<file path="src/rtl/ddr_port_sequencer.sv">
// Front end for one Spartan-6 MCB user port: turns host write/read requests with
// 64-bit data streams into MCB FIFO traffic and commands, all under valid/ready.
module ddr_port_sequencer #(
  parameter int MAX_BL  = 32,
  parameter int TIMEOUT = 4095
) (
  input  logic        clk,
  input  logic        reset,
  input  logic        calib_done,
  input  logic        req_valid,
  output logic        req_ready,
  input  logic        req_write,
  input  logic [29:0] req_addr,
  input  logic [5:0]  req_len,
  input  logic        wdata_valid,
  output logic        wdata_ready,
  input  logic [63:0] wdata,
  output logic        rdata_valid,
  input  logic        rdata_ready,
  output logic [63:0] rdata,
  output logic        mcb_cmd_en,
  output logic [2:0]  mcb_cmd_instr,
  output logic [5:0]  mcb_cmd_bl,
  output logic [29:0] mcb_cmd_byte_addr,
  input  logic        mcb_cmd_full,
  output logic        mcb_wr_en,
  output logic [63:0] mcb_wr_data,
  output logic [7:0]  mcb_wr_mask,
  input  logic        mcb_wr_full,
  output logic        mcb_rd_en,
  input  logic [63:0] mcb_rd_data,
  input  logic        mcb_rd_empty,
  output logic        busy,
  output logic        err_req,
  output logic        err_timeout
);

  localparam logic [2:0] S_WAIT_CAL = 3'd0;
  localparam logic [2:0] S_IDLE     = 3'd1;
  localparam logic [2:0] S_WFILL    = 3'd2;
  localparam logic [2:0] S_WCMD     = 3'd3;
  localparam logic [2:0] S_RCMD     = 3'd4;
  localparam logic [2:0] S_RDRAIN   = 3'd5;

  localparam int              TO_W    = $clog2(TIMEOUT + 1);
  localparam logic [TO_W-1:0] TO_LAST = TO_W'(TIMEOUT - 1);
  localparam logic [6:0]      MAX_LEN = 7'(MAX_BL);

  logic [1:0]      cal_q;
  logic [2:0]      state_q, state_d;
  logic [5:0]      len_q, len_d;
  logic [5:0]      cnt_q, cnt_d;
  logic [TO_W-1:0] to_q, to_d;
  logic [5:0]      bl_q, bl_d;
  logic [29:0]     addr_q, addr_d;
  logic            err_req_q, err_req_d;
  logic            err_to_q, err_to_d;
  logic            req_legal;

  assign req_legal = (req_addr[2:0] == 3'b000) && (req_len != 6'd0) &&
                     ({1'b0, req_len} <= MAX_LEN);

  // Handshakes are pure decodes of the registered state so nothing leaks out of WAIT_CAL.
  assign req_ready         = (state_q == S_IDLE) && cal_q[1];
  assign wdata_ready       = (state_q == S_WFILL) && !mcb_wr_full;
  assign mcb_wr_en         = wdata_ready && wdata_valid;
  assign mcb_wr_data       = wdata;
  assign mcb_wr_mask       = 8'h00;
  assign mcb_cmd_en        = ((state_q == S_WCMD) || (state_q == S_RCMD)) && !mcb_cmd_full;
  assign mcb_cmd_instr     = (state_q == S_RCMD) ? 3'b001 : 3'b000;
  assign mcb_cmd_bl        = bl_q;
  assign mcb_cmd_byte_addr = addr_q;
  assign rdata_valid       = (state_q == S_RDRAIN) && !mcb_rd_empty;
  assign rdata             = mcb_rd_data;
  assign mcb_rd_en         = rdata_valid && rdata_ready;
  assign busy              = (state_q != S_IDLE) && (state_q != S_WAIT_CAL);
  assign err_req           = err_req_q;
  assign err_timeout       = err_to_q;

  always_comb begin
    state_d   = state_q;
    len_d     = len_q;
    cnt_d     = cnt_q;
    to_d      = to_q;
    bl_d      = bl_q;
    addr_d    = addr_q;
    err_req_d = err_req_q;
    err_to_d  = err_to_q;
    case (state_q)
      S_WAIT_CAL: if (cal_q[1]) state_d = S_IDLE;
      S_IDLE: begin
        if (!cal_q[1]) begin
          state_d = S_WAIT_CAL;
        end else if (req_valid) begin
          len_d  = req_len;
          addr_d = req_addr;
          bl_d   = req_len - 6'd1;
          cnt_d  = 6'd0;
          to_d   = '0;
          if (!req_legal)     err_req_d = 1'b1;
          else if (req_write) state_d   = S_WFILL;
          else                state_d   = S_RCMD;
        end
      end
      S_WFILL: begin
        if (mcb_wr_en) begin
          cnt_d = cnt_q + 6'd1;
          if (cnt_q == len_q - 6'd1) state_d = S_WCMD;
        end
      end
      S_WCMD: if (mcb_cmd_en) state_d = S_IDLE;
      S_RCMD: if (mcb_cmd_en) state_d = S_RDRAIN;
      S_RDRAIN: begin
        // Idle cycles count toward the timeout; any transferred word restarts it.
        if (mcb_rd_en) begin
          cnt_d = cnt_q + 6'd1;
          to_d  = '0;
          if (cnt_q == len_q - 6'd1) state_d = S_IDLE;
        end else if (to_q == TO_LAST) begin
          err_to_d = 1'b1;
          state_d  = S_IDLE;
        end else begin
          to_d = to_q + TO_W'(1);
        end
      end
      default: state_d = S_WAIT_CAL;
    endcase
  end

  always_ff @(posedge clk or posedge reset) begin
    if (reset) begin
      cal_q     <= 2'b00;
      state_q   <= S_WAIT_CAL;
      len_q     <= 6'd0;
      cnt_q     <= 6'd0;
      to_q      <= '0;
      bl_q      <= 6'd0;
      addr_q    <= 30'd0;
      err_req_q <= 1'b0;
      err_to_q  <= 1'b0;
    end else begin
      cal_q     <= {cal_q[0], calib_done};
      state_q   <= state_d;
      len_q     <= len_d;
      cnt_q     <= cnt_d;
      to_q      <= to_d;
      bl_q      <= bl_d;
      addr_q    <= addr_d;
      err_req_q <= err_req_d;
      err_to_q  <= err_to_d;
    end
  end

endmodule
</file>
<file path="config.mk">
export PLATFORM = sky130hd
export DESIGN_NAME = ddr_port_sequencer
export DESIGN_NICKNAME = d
export VERILOG_FILES = /design/src/rtl/ddr_port_sequencer.sv
export SDC_FILE = /design/constraint.sdc
export NUM_CORES = 1
export LEC_CHECK = 0
export ABC_AREA = 1
export BUFFER_PORTS_ARGS = -buffer_cell sky130_fd_sc_hd__buf_2
export CORE_AREA = 8 8 132 134
export CTS_CLUSTER_SIZE = 16
export DETAILED_ROUTE_END_ITERATION = 6
export DIE_AREA = 0 0 140 142
export PLACE_DENSITY = 0.73
export SLEW_MARGIN = 5
export SYNTH_ARGS = -nofsm -noshare
export SYNTH_HDL_FRONTEND = slang
export SYNTH_SLANG_ARGS = --single-unit
export TNS_END_PERCENT = 10
</file>
<file path="constraint.sdc">
create_clock -name clk -period 2.72 [get_ports clk]
set_clock_uncertainty 0.1 [all_clocks]
set_input_delay 0.68 -clock clk [delete_from_list [all_inputs] [get_ports clk]]
set_output_delay 0.68 -clock clk [all_outputs]
set_load 0.05 [all_outputs]
</file>
### Yosys cells after proc, flatten, opt, wreduce, memory -nomap -nowiden

Cells that the tools add are included.
W data, S select, Z words.

| cells by class | value |
|---|---|
| add/subtract/negate cells | 4 |
| $lt $le $gt $ge | 1 |
| eq/ne operators | 21 |
| muxes and demuxes | 24 |
| bitwise gates (word level) | 2 |
| reductions and logical operators | 25 |

Operators by type and width:

| operator | number |
|---|---|
| $mux W12 | 4 |
| $mux W3 | 12 |
| $mux W6 | 4 |
| $pmux W12 S2 | 1 |
| $pmux W3 S6 | 1 |
| $pmux W6 S3 | 1 |
| $ne A2 B2 Y1 const B | 7 |
| $add A12 B1 Y12 const B | 1 |
| $eq A12 B12 Y1 const B | 1 |
| $sub A6 B1 Y6 const B | 2 |
| $logic_and A1 B1 Y1 | 9 |
| $ne A3 B3 Y1 const B | 3 |
| $reduce_and A9 Y1 | 1 |
| $reduce_and A4 Y1 | 2 |
| $add A6 B1 Y6 const B | 1 |
| $eq A3 B2 Y1 const B | 2 |
| $eq A3 B3 Y1 const B | 2 |
| $eq A6 B6 Y1 | 1 |
| $le A6 B6 Y1 const B | 1 |
| $logic_not A3 Y1 | 2 |
| $ne A3 B2 Y1 const B | 2 |
| $reduce_and A3 Y1 | 2 |
| $reduce_bool A3 Y1 | 2 |
| $reduce_bool A6 Y1 | 1 |
| 9 further kinds | 12 |

| storage, ports and cells | value |
|---|---|
| register bits after elaboration | 67 |
| input port bits | 174 |
| output and inout bits | 184 |
| logic and storage cells | 86 |

### Logic depth before layout (Yosys ltp)

| depth | value |
|---|---|
| depth in word-level cells | 7 |
| depth in mapped cells | 13 |
| gate-level depth less buffers | 13 |

### Worst setup path after synthesis

Ideal clock, no wire load.

| timing path | value |
|---|---|
| path type | input-to-output |
| start | input mcb_rd_empty |
| end | output mcb_rd_en |
| arrival time | 1929 ps |
| required time | 1940 ps |
| path slack | 11 ps |
| stages on the path | 3 |
| buffers on the path | 0 |
| cells stage by stage | nor2_1 > nand2_1 > inv_2 |

| between the ends | value |
|---|---|
| word-level cells in the longest chain between the ends | 3 |

RTL lines:

| what | RTL line | source |
|---|---|---|
| start: declaration | 32 | `input logic mcb_rd_empty,` |
| $logic_not A1 Y1 | 73 | `assign rdata_valid = (state_q == S_RDRAIN) && !mcb_rd_empty;` |
| $logic_and A1 B1 Y1 | 73 |  |
| $logic_and A1 B1 Y1 | 75 | `assign mcb_rd_en = rdata_valid && rdata_ready;` |
| end: declaration | 30 | `output logic mcb_rd_en,` |

Every way passes these cells.

### Worst setup path in the final report

| timing path | value |
|---|---|
| start | register state_q[1] |
| end | output mcb_rd_en |

| between the ends | value |
|---|---|
| word-level cells in the longest chain between the ends | 3 |

RTL lines:

| what | RTL line | source |
|---|---|---|
| start: declaration | 50 | `logic [2:0] state_q, state_d;` |
| start signal: assignment | 143 | `state_q <= state_d;` |
| $eq A3 B3 Y1 | 73 |  |
| $logic_and A1 B1 Y1 | 73 |  |
| $logic_and A1 B1 Y1 | 75 |  |

Every way passes these cells.

==> flow_metrics.tcl <==
set metrics [dict create \
    die_y_um 142 \
    io_buffers 91 \
    hp-class "reg -> reg" \
    post_cts_resized 0 \
    startpoint_type "flip-flop" \
    clkLatencyLatePin_ns 0.33 \
    cp-endpoint "mcb_rd_en" \
    tightestPinTransition_ns 0.5919 \
    wl_met2_um 4676 \
    hpwlAfterDp_um 8088 \
    ant_nets 0 \
    rows 46 \
    power_density_nw_per_um2 1112 \
    synth_edf_count 0 \
    r2r-start "to_q[0]" \
    path_max_fanout 8 \
    endpoint_kind "output port" \
    numCtsBuffers 9 \
    start_util 0.2915 \
    setup_viol 0 \
    coreArea_sq_um 15420 \
    cts_setup_buffers 0 \
    vias 3280 \
    die_area_sq_um 19880 \
    routedWlPerCell_um 14.03 \
    critPathArrivalTime_ns 1.71 \
    clk_path_buf_depth 2 \
    tns_ns 0 \
    seq_area_frac_synth 0.3729 \
    rsz0062_at_grt "no" \
    gp_congestion 0.8710 \
    worstReg2RegEnd "to_q[11]" \
    post-route-cell-area_sq_um 4446 \
    relSlewSlack 0.6049 \
    tritoncts "done" \
    synth_ff_type "dfrtp_1" \
    p_leak_uw 0.002361 \
    reg2reg_depth 10 \
    antenna_found_initial 2 \
    startpoint "state_q[1]" \
    met3_length_um 913 \
    fin_ws_ns 0.2257 \
    antenna_cells 0 \
    drc 0 \
    placed_cell_area_sq_um 4174 \
    fin_crit_ns 2.494 \
    die_x_um 140 \
    async_flop_share 1.000 \
    outcome "finished clean" \
    min_period_over_period 0.9170 \
    grt_pass1_vias 3401 \
    holdBufCountCts 0 \
    grt_max_degree 46 \
    cap_violations 0 \
    clk_pin_slew_ns 0.06 \
    reg2reg_slack_ns 0.86 \
    ios 358 \
    setup.worst_path.class "reg -> out" \
    yosysWarnings 0 \
    syn_area_sq_um 4496 \
    multi_input_area_sq_um 1579 \
    irDropWorstVdd_mv 0.6090 \
    place_ws_ns 0.4957 \
    routed_wl_um 10550 \
    layout_common_cells "nand2_1, buf_2, dfrtp_1" \
    cts_root_buf "clkbuf_16" \
    drive_above_1_share 0.2411 \
    ff_latch_area_sq_um 1677 \
    grt_pass1_wl_um 16910 \
    cts_num_sinks 67 \
    synth.avg_cell_area_sq_um 7.659 \
    fill_cells 1650 \
    num-nets-final 734 \
    cts-htree-levels 3 \
    clock.fmax_ghz 0.4009 \
    area_delta_synth_final_pct -1.113 \
    slew_violations 0 \
    synth-seq-cells 67 \
    mostFrequentLayoutCell "nand2_1" \
    drt_first_pass_iters 4 \
    drt-met1-wl_um 4263 \
    grt_usage 0.1088 \
    yosysUniqueCellTypes 34 \
    top_layer_used "met5" \
    worstPathRequired_ns 1.94 \
    finalHoldViolCount 0 \
    vias_per_cell 4.362 \
    drt_iter0_drc 119 \
    overflow 0 \
    synthCells 587 \
]
## critical path, stage by stage (launching register included)
cell	delay, ns
dfrtp_1	0.44
inv_1	0.17
nand3_4	0.13
nor2_1	0.15
nand2_1	0.13
inv_2	0.09
buf_2	0.27
## worst min-delay path by stage
stage,start,to,slack [ns],cells after the start
2_1_floorplan,cal_q[0],cal_q[1],0.23,0
3_3_place_gp,cal_q[0],cal_q[1],0.29,0
3_5_place_dp,cal_q[0],cal_q[1],0.27,0
4_1_cts,cal_q[0],cal_q[1],0.29,0
5_1_grt,cal_q[0],cal_q[1],0.29,0
6_report,cal_q[0],cal_q[1],0.27,0
## synthesized netlist by cell type (2+ instances only)
| library cell | n | area, sq um |
|---|---|---|
| nand3_1 | 26 | 130.1 |
| a31oi_1 | 3 | 18.77 |
| nor3_1 | 11 | 55.05 |
| buf_6 | 2 | 22.52 |
| nand2_1 | 183 | 686.9 |
| xnor2_1 | 4 | 35.03 |
| o21ai_0 | 9 | 45.04 |
| nor2_2 | 2 | 12.51 |
| nand2_2 | 2 | 12.51 |
| nor2_4 | 2 | 22.52 |
| dfrtp_1 | 67 | 1677 |
| o21ai_2 | 5 | 43.79 |
| nor2_1 | 35 | 131.4 |
| a21oi_1 | 4 | 20.02 |
| inv_1 | 43 | 161.4 |
| inv_2 | 5 | 18.77 |
| buf_2 | 7 | 35.03 |
| buf_4 | 138 | 1036 |
| nand4_1 | 3 | 18.77 |
| o21ai_1 | 6 | 30.03 |
| xor2_1 | 11 | 96.34 |
| or2_2 | 3 | 18.77 |
| ha_1 | 5 | 62.56 |
## sequential cells by signal, indices dropped and copies added (netlist names)
name	cells
mcb_cmd_byte_addr	30
to_q	12
cnt_q	6
len_q	6
mcb_cmd_bl	6
state_q	3
cal_q	2
err_req	1
err_timeout	1
## per-layer routing
layer,vias up,track usage
met5,-,0
met4,4,0.08914
met3,77,0.04730
met2,136,0.1686
met1,1465,0.1143
li1,1598,-
## layout make-up
class | count | area share
clock inverters | 6 | 0.009569
inverters | 48 | 0.04053
repair buffers | 95 | 0.1120
well taps | 192 | 0.05404
clock buffers | 10 | 0.05151
flip-flops and latches | 67 | 0.3771
multi-input cells | 334 | 0.3552
## stage by stage
stage | total power (uW) | instances | hold slack, ns | util
after global placement | 3888 | 736 | 0.2921 | 0.2706
after floorplan | 3869 | 596 | 0.2312 | -
final | 4942 | 752 | 0.2700 | 0.2882
after global routing | 5311 | 752 | 0.2944 | 0.2882
after CTS | 5043 | 752 | 0.2927 | 0.2882
after detailed placement | 3919 | 736 | 0.2728 | 0.2706
## report_power, final
part	leakage [uW]	switching, uW	total (uW)	internal (uW)
Clock	0.000128	454	1070	616
Sequential	0.000851	219	1550	1330
Combinational	0.00138	1770	2320	552
Total	0.00236	2440	4940	2500
## kinds of logic after synthesis
kind of cell | share of synthesized area
flip-flops | 0.3729
buffers and inverters | 0.2833
AND/OR/NAND/NOR | 0.2580
other | 0.0008342
XOR/XNOR | 0.02922
adder cells (fa/ha/maj) | 0.01392
AO/OA/AOI/OAI | 0.04175
Note: power is estimated with default switching activity, not from simulation.
